`src/rtl/initram_loader.sv`:
```
// initram_loader: power-up copier from a synchronous image ROM into word-addressed RAM.
// Copies WORDS words to RAM_BASE, honours RAM back-pressure, restarts on start_load.
// Optional read-back verify pass is compiled in when INITRAM_VERIFY_EN is defined.
module initram_loader #(
    parameter int unsigned ROM_AW   = 14,
    parameter int unsigned WORDS    = 4096,
    parameter logic [31:0] RAM_BASE = 32'h0000_0000
) (
    input  logic              clk_load,
    input  logic              KEY,
    input  logic              start_load,
    input  logic [31:0]       data_out_rom,
    input  logic              ram_ready,
    input  logic [31:0]       data_out_ram,
    output logic [ROM_AW-1:0] addr_rom,
    output logic [31:0]       addr_ram,
    output logic [31:0]       data_in_ram,
    output logic [3:0]        byte_en,
    output logic              ram_we,
    output logic              busy,
    output logic              load_done,
    output logic              verify_err
);

    // One extra bit so WORDS == 2**ROM_AW is representable without wrapping.
    localparam int unsigned KW = ROM_AW + 1;
    localparam logic [KW-1:0] LastK = KW'(WORDS - 1);

    typedef enum logic [2:0] {
        StIdle   = 3'd0,
        StFetch  = 3'd1,
        StWrite  = 3'd2,
`ifdef INITRAM_VERIFY_EN
        StVFetch = 3'd3,
        StVCheck = 3'd4,
`endif
        StDone   = 3'd5
    } state_e;

    state_e        state_q, state_d;
    logic [KW-1:0] k_q, k_d;
    logic [31:0]   word_addr;

    assign word_addr = RAM_BASE + (32'(k_q) << 2);
    assign addr_rom  = k_q[ROM_AW-1:0];
    assign busy      = (state_q != StIdle) && (state_q != StDone);
    assign load_done = (state_q == StDone);

`ifdef INITRAM_VERIFY_EN
    logic verr_q, verr_d;
    assign verify_err = verr_q;
`else
    logic unused_ram_rd;
    assign unused_ram_rd = ^data_out_ram;
    assign verify_err    = 1'b0;
`endif

    // State, word index and sticky verify flag; reset aborts any copy or verify.
    always_ff @(posedge clk_load or negedge KEY) begin
        if (!KEY) begin
            state_q <= StIdle;
            k_q     <= '0;
`ifdef INITRAM_VERIFY_EN
            verr_q  <= 1'b0;
`endif
        end else begin
            state_q <= state_d;
            k_q     <= k_d;
`ifdef INITRAM_VERIFY_EN
            verr_q  <= verr_d;
`endif
        end
    end

    // Next-state and RAM-side outputs; outside WRITE the write port is quiet.
    always_comb begin
        state_d     = state_q;
        k_d         = k_q;
`ifdef INITRAM_VERIFY_EN
        verr_d      = verr_q;
`endif
        ram_we      = 1'b0;
        byte_en     = 4'b0000;
        addr_ram    = 32'h0;
        data_in_ram = 32'h0;
        unique case (state_q)
            StIdle, StDone: begin
                if (start_load) begin
                    k_d     = '0;
                    state_d = StFetch;
`ifdef INITRAM_VERIFY_EN
                    verr_d  = 1'b0;
`endif
                end
            end
            StFetch: state_d = StWrite;
            StWrite: begin
                ram_we      = 1'b1;
                byte_en     = 4'b1111;
                addr_ram    = word_addr;
                // ROM address is held through WRITE, so its data stays stable under stall.
                data_in_ram = data_out_rom;
                if (ram_ready) begin
                    if (k_q == LastK) begin
`ifdef INITRAM_VERIFY_EN
                        k_d     = '0;
                        state_d = StVFetch;
`else
                        state_d = StDone;
`endif
                    end else begin
                        k_d     = k_q + 1'b1;
                        state_d = StFetch;
                    end
                end
            end
`ifdef INITRAM_VERIFY_EN
            StVFetch: begin
                addr_ram = word_addr;
                state_d  = StVCheck;
            end
            StVCheck: begin
                addr_ram = word_addr;
                if (data_out_rom != data_out_ram) verr_d = 1'b1;
                if (k_q == LastK) begin
                    state_d = StDone;
                end else begin
                    k_d     = k_q + 1'b1;
                    state_d = StVFetch;
                end
            end
`endif
            default: state_d = StIdle;
        endcase
    end

endmodule

```
`config.mk`:
```
export PLATFORM = sky130hd
export DESIGN_NAME = initram_loader
export DESIGN_NICKNAME = d
export VERILOG_FILES = /design/src/rtl/initram_loader.sv
export SDC_FILE = /design/constraint.sdc
export NUM_CORES = 1
export LEC_CHECK = 0
export ABC_CLOCK_PERIOD_IN_PS = 2300
export BUFFER_PORTS_ARGS = -buffer_cell sky130_fd_sc_hd__buf_2
export CORE_MARGIN = 5
export CORE_UTILIZATION = 37
export DETAILED_ROUTE_END_ITERATION = 7
export PLACE_DENSITY = 0.79
export SYNTH_ARGS = -nofsm -noshare
export SYNTH_HDL_FRONTEND = slang
export SYNTH_SLANG_ARGS = --single-unit
```
`constraint.sdc`:
```
create_clock -name clk_load -period 2.3 [get_ports clk_load]
set_input_delay 0.345 -clock clk_load [delete_from_list [all_inputs] [get_ports clk_load]]
set_output_delay 0.345 -clock clk_load [all_outputs]
set_load 0.01 [all_outputs]
```
==> results.toml <==
[status]
run_status = "finished, final reports clean"

[routing]
route.vias.total = 1593
postRouteWirelength_mm = 4.294
wl_per_cell_um = 12.63
route.detailed.drc = 0
antenna_violating_nets_post_route = 0
dr.first_iter.drc_count = 69
vias_per_cell = 4.685
drt-pass1-iter-count = 4

[worst_setup_path]
worst_ep_required_time_ns = 1.96
crit_path_start_kind = "flop"
critical_path.slowest_cell = "sky130_fd_sc_hd__or3b_1"
maximum_fanout_count_along_the_critical_path = 53
cpPeakStageDelay_ns = 0.45
worstPathCellList = "or3b_1 -> clkinv_2 -> buf_12 -> and2_1 -> buf_2"
worst_ep_arrival_time_ns = 1.77
timing.setup.critical_path_class = "reg -> out"
critical_path.endpoint_type = "output pin"

[cells_and_area]
finish.net_count = 358
insertedDiodeCount = 0
final-seq-area_um2 = 450.4
layout-drive-gt1-share_pct = 41.67
postLayoutCoreUtil_pct = 47.67
area_growth_syn_to_layout_pct = 27.12
multi_input_comb_area_um2 = 894.6
layout.filler_cells = 439

[die]
initial_utilization_pct = 37.50
fp.dieW_um = 75.97
number_of_top_level_pins = 154
floorplan.die_area_um2 = 5771
die_h_um = 75.97
core_um2 = 4294
fp-row-count = 24

[logic_synthesis]
synth_area_um2 = 1610
netlist_instances = 203
yosys_warnings = 0
synthDistinctLibCells = 39
synth_top_cell_area_share_pct = 27.97
avgSynthCellArea_um2 = 7.932
library_cell_with_the_largest_summed_area_after_synthesis = "sky130_fd_sc_hd__dfrtp_1"
synth_area_leaders = "sky130_fd_sc_hd__dfrtp_1 28%, sky130_fd_sc_hd__and2_1 19%, sky130_fd_sc_hd__buf_4 17%"
seq_area_frac_synth_pct = 27.97
yosys_register_bits = 18

[cts]
clock_tree.htree_level_count = 1
cts_repair_resize_count = 0
cts-buffers-inserted = 3
post_cts_hold_buffer_count = 0
cts_tree = "built"
worst_setup_hold_path_clk_slew_ns = 0.07
clk_path_buf_depth = 2
tritoncts_num_sinks = 18
clock_latency_ns = 0.25
postCtsSetupRepairBufs = 0
cts_root_buf = "sky130_fd_sc_hd__clkbuf_8"

[global_route]
grt_overflow = 0
global_route.usage.met1_pct = 16.70
grt_first_pass_wirelength_mm = 7.424
grt_use_total_pct = 14.79
initial_antenna_violation_count = 0
maximum_number_of_pins_on_one_net_before_global_route_repair = 54
gr-usage-met3_pct = 4.019
grt_use_met2_pct = 26.54
globalRoute.busiestLayer = "met2"
grt_pass1_vias = 1639

[hold_path]
hold_path_class = "in -> async"

[timing]
final.setup.worst_slack_ns = 0.1891
final-hold-violation-count = 0
post_route_minimum_period_ns = 2.111
max_slew_violation_count = 0
grt_setup_unrepaired = "no"
fin_tns_setup_ns = 0
hold_slack_ns = 0.01139
setup_violations = 0
fin_skew_ns = 0.0008833
layout_worst_path_cycle_share_pct = 91.78
fmaxAchievable_mhz = 473.7

[placed_design]
port_buffers = 103
preCtsSetupSlack_ns = 0.2250
dp_hpwl_mm = 3.345
gp_routability_congestion = 0.8114

[job]
cap_violations = 0

[power_and_ir_drop]
leakage_nw = 1.187
max-vdd-ir-drop_v = 0.0002990
power_density_nw_per_um2 = 708.7
==> report_power, final <==
| group | leakage [nW] | internal (mW) | total [mW] | switching (mW) |
|---|---|---|---|---|
| registers | 0.248 | 0.346 | 0.389 | 0.0433 |
| logic | 0.911 | 0.350 | 0.801 | 0.451 |
| clock network | 0.0288 | 0.152 | 0.261 | 0.108 |
==> critical path: cells and delay by family, from the launching register on <==
| kind | cells | cell delay, ns |
|---|---|---|
| buffers and inverters | 3 | 0.41 |
| DFF | 1 | 0.44 |
| and+or+nand+nor | 2 | 0.63 |
==> state kept, by name, summed over array words and instances (netlist names) <==
signal,flops
k_q,15
state_q,3
==> synthesized netlist by cell type <==
library cell and instances:
sky130_fd_sc_hd__a21o_1 1, sky130_fd_sc_hd__a21oi_1 6, sky130_fd_sc_hd__a21oi_2 1, sky130_fd_sc_hd__a221o_1 1, sky130_fd_sc_hd__a22o_1 2, sky130_fd_sc_hd__a31oi_1 1, sky130_fd_sc_hd__and2_1 48, sky130_fd_sc_hd__and2_4 1
sky130_fd_sc_hd__and3_1 4, sky130_fd_sc_hd__and3b_1 1, sky130_fd_sc_hd__and4_1 2, sky130_fd_sc_hd__buf_4 37, sky130_fd_sc_hd__buf_6 1, sky130_fd_sc_hd__clkbuf_1 5, sky130_fd_sc_hd__clkbuf_2 1, sky130_fd_sc_hd__clkinv_2 1
sky130_fd_sc_hd__conb_1 1, sky130_fd_sc_hd__dfrtp_1 18, sky130_fd_sc_hd__ha_1 1, sky130_fd_sc_hd__inv_1 3, sky130_fd_sc_hd__mux2_2 1, sky130_fd_sc_hd__mux2i_1 2, sky130_fd_sc_hd__nand2_1 10, sky130_fd_sc_hd__nand3_1 7
sky130_fd_sc_hd__nand4_1 1, sky130_fd_sc_hd__nor2_1 14, sky130_fd_sc_hd__nor3_1 1, sky130_fd_sc_hd__nor3b_1 1, sky130_fd_sc_hd__nor4_1 1, sky130_fd_sc_hd__o21a_1 1, sky130_fd_sc_hd__o21ai_0 15, sky130_fd_sc_hd__o21ai_2 1
sky130_fd_sc_hd__o21ai_4 1, sky130_fd_sc_hd__o31ai_1 5, sky130_fd_sc_hd__o41ai_1 1, sky130_fd_sc_hd__or2_2 1, sky130_fd_sc_hd__or3_1 2, sky130_fd_sc_hd__or3b_1 1, sky130_fd_sc_hd__or4_4 1
==> through the flow <==
step | instance area (um2) | power, mW | instances
floorplan | 1674 | 0.9638 | 220
global placement | 1992 | 1.186 | 336
detailed placement | 1992 | 1.201 | 336
CTS | 2047 | 1.467 | 340
global route | 2047 | 1.565 | 340
finish | 2047 | 1.451 | 340
==> metal layers <==
| metal | share of wire, % | vias up |
|---|---|---|
| li1 | - | 798 |
| met5 | 0 | - |
| met3 | 8.0 | 5 |
| met2 | 50 | 62 |
| met1 | 41 | 728 |
| met4 | 1.0 | 0 |
==> layout by cell type (no fill, tap or decap), types with 2 or more instances in the layout <==
| cell | n |
|---|---|
| sky130_fd_sc_hd__o31ai_1 | 5 |
| sky130_fd_sc_hd__and2_1 | 48 |
| sky130_fd_sc_hd__conb_1 | 18 |
| sky130_fd_sc_hd__a21oi_1 | 6 |
| sky130_fd_sc_hd__mux2i_1 | 2 |
| sky130_fd_sc_hd__nand2_1 | 10 |
| sky130_fd_sc_hd__clkbuf_8 | 4 |
| sky130_fd_sc_hd__nand3_1 | 7 |
| sky130_fd_sc_hd__buf_4 | 4 |
| sky130_fd_sc_hd__a22o_1 | 2 |
| sky130_fd_sc_hd__and3_1 | 4 |
| sky130_fd_sc_hd__o21ai_0 | 15 |
| sky130_fd_sc_hd__buf_2 | 103 |
| sky130_fd_sc_hd__and4_1 | 2 |
| sky130_fd_sc_hd__inv_1 | 3 |
| sky130_fd_sc_hd__or3_1 | 2 |
| sky130_fd_sc_hd__dfrtp_1 | 18 |
| sky130_fd_sc_hd__nor2_1 | 14 |
==> kinds of logic after synthesis <==
kind of cell    Yosys count  synth area share, %
buf+inv                  48                20.43
mux                       3                1.943
compound gates           36                14.53
simple gates             96                34.11
other cells               1               0.2329
flops                    18                27.97
fa+ha+maj                 1               0.7769
==> area by class of cell <==
type	count	area share [%]
inverters	4	0.7946
well taps	52	3.178
multi-input cells	154	43.70
flip-flops and latches	18	22.00
clock buffers	4	2.689
repair buffers	108	27.63
==> final timing paths <==
kind | startpoint | to | slack, ns | depth (start not counted)
setup / recovery | state_q[0] | addr_ram[12] | 0.19 | 5
hold / removal | KEY | k_q[7] | 0.01 | 1
setup reg to reg | state_q[0] | k_q[11] | 0.22 | 5
hold reg to reg | k_q[14] | k_q[14] | 0.52 | 1
max in group asynchronous | KEY | state_q[1] | 2.00 | 1
min in group clk_load | ram_ready | state_q[1] | 0.44 | 4
(Power assumes the default switching activity.)
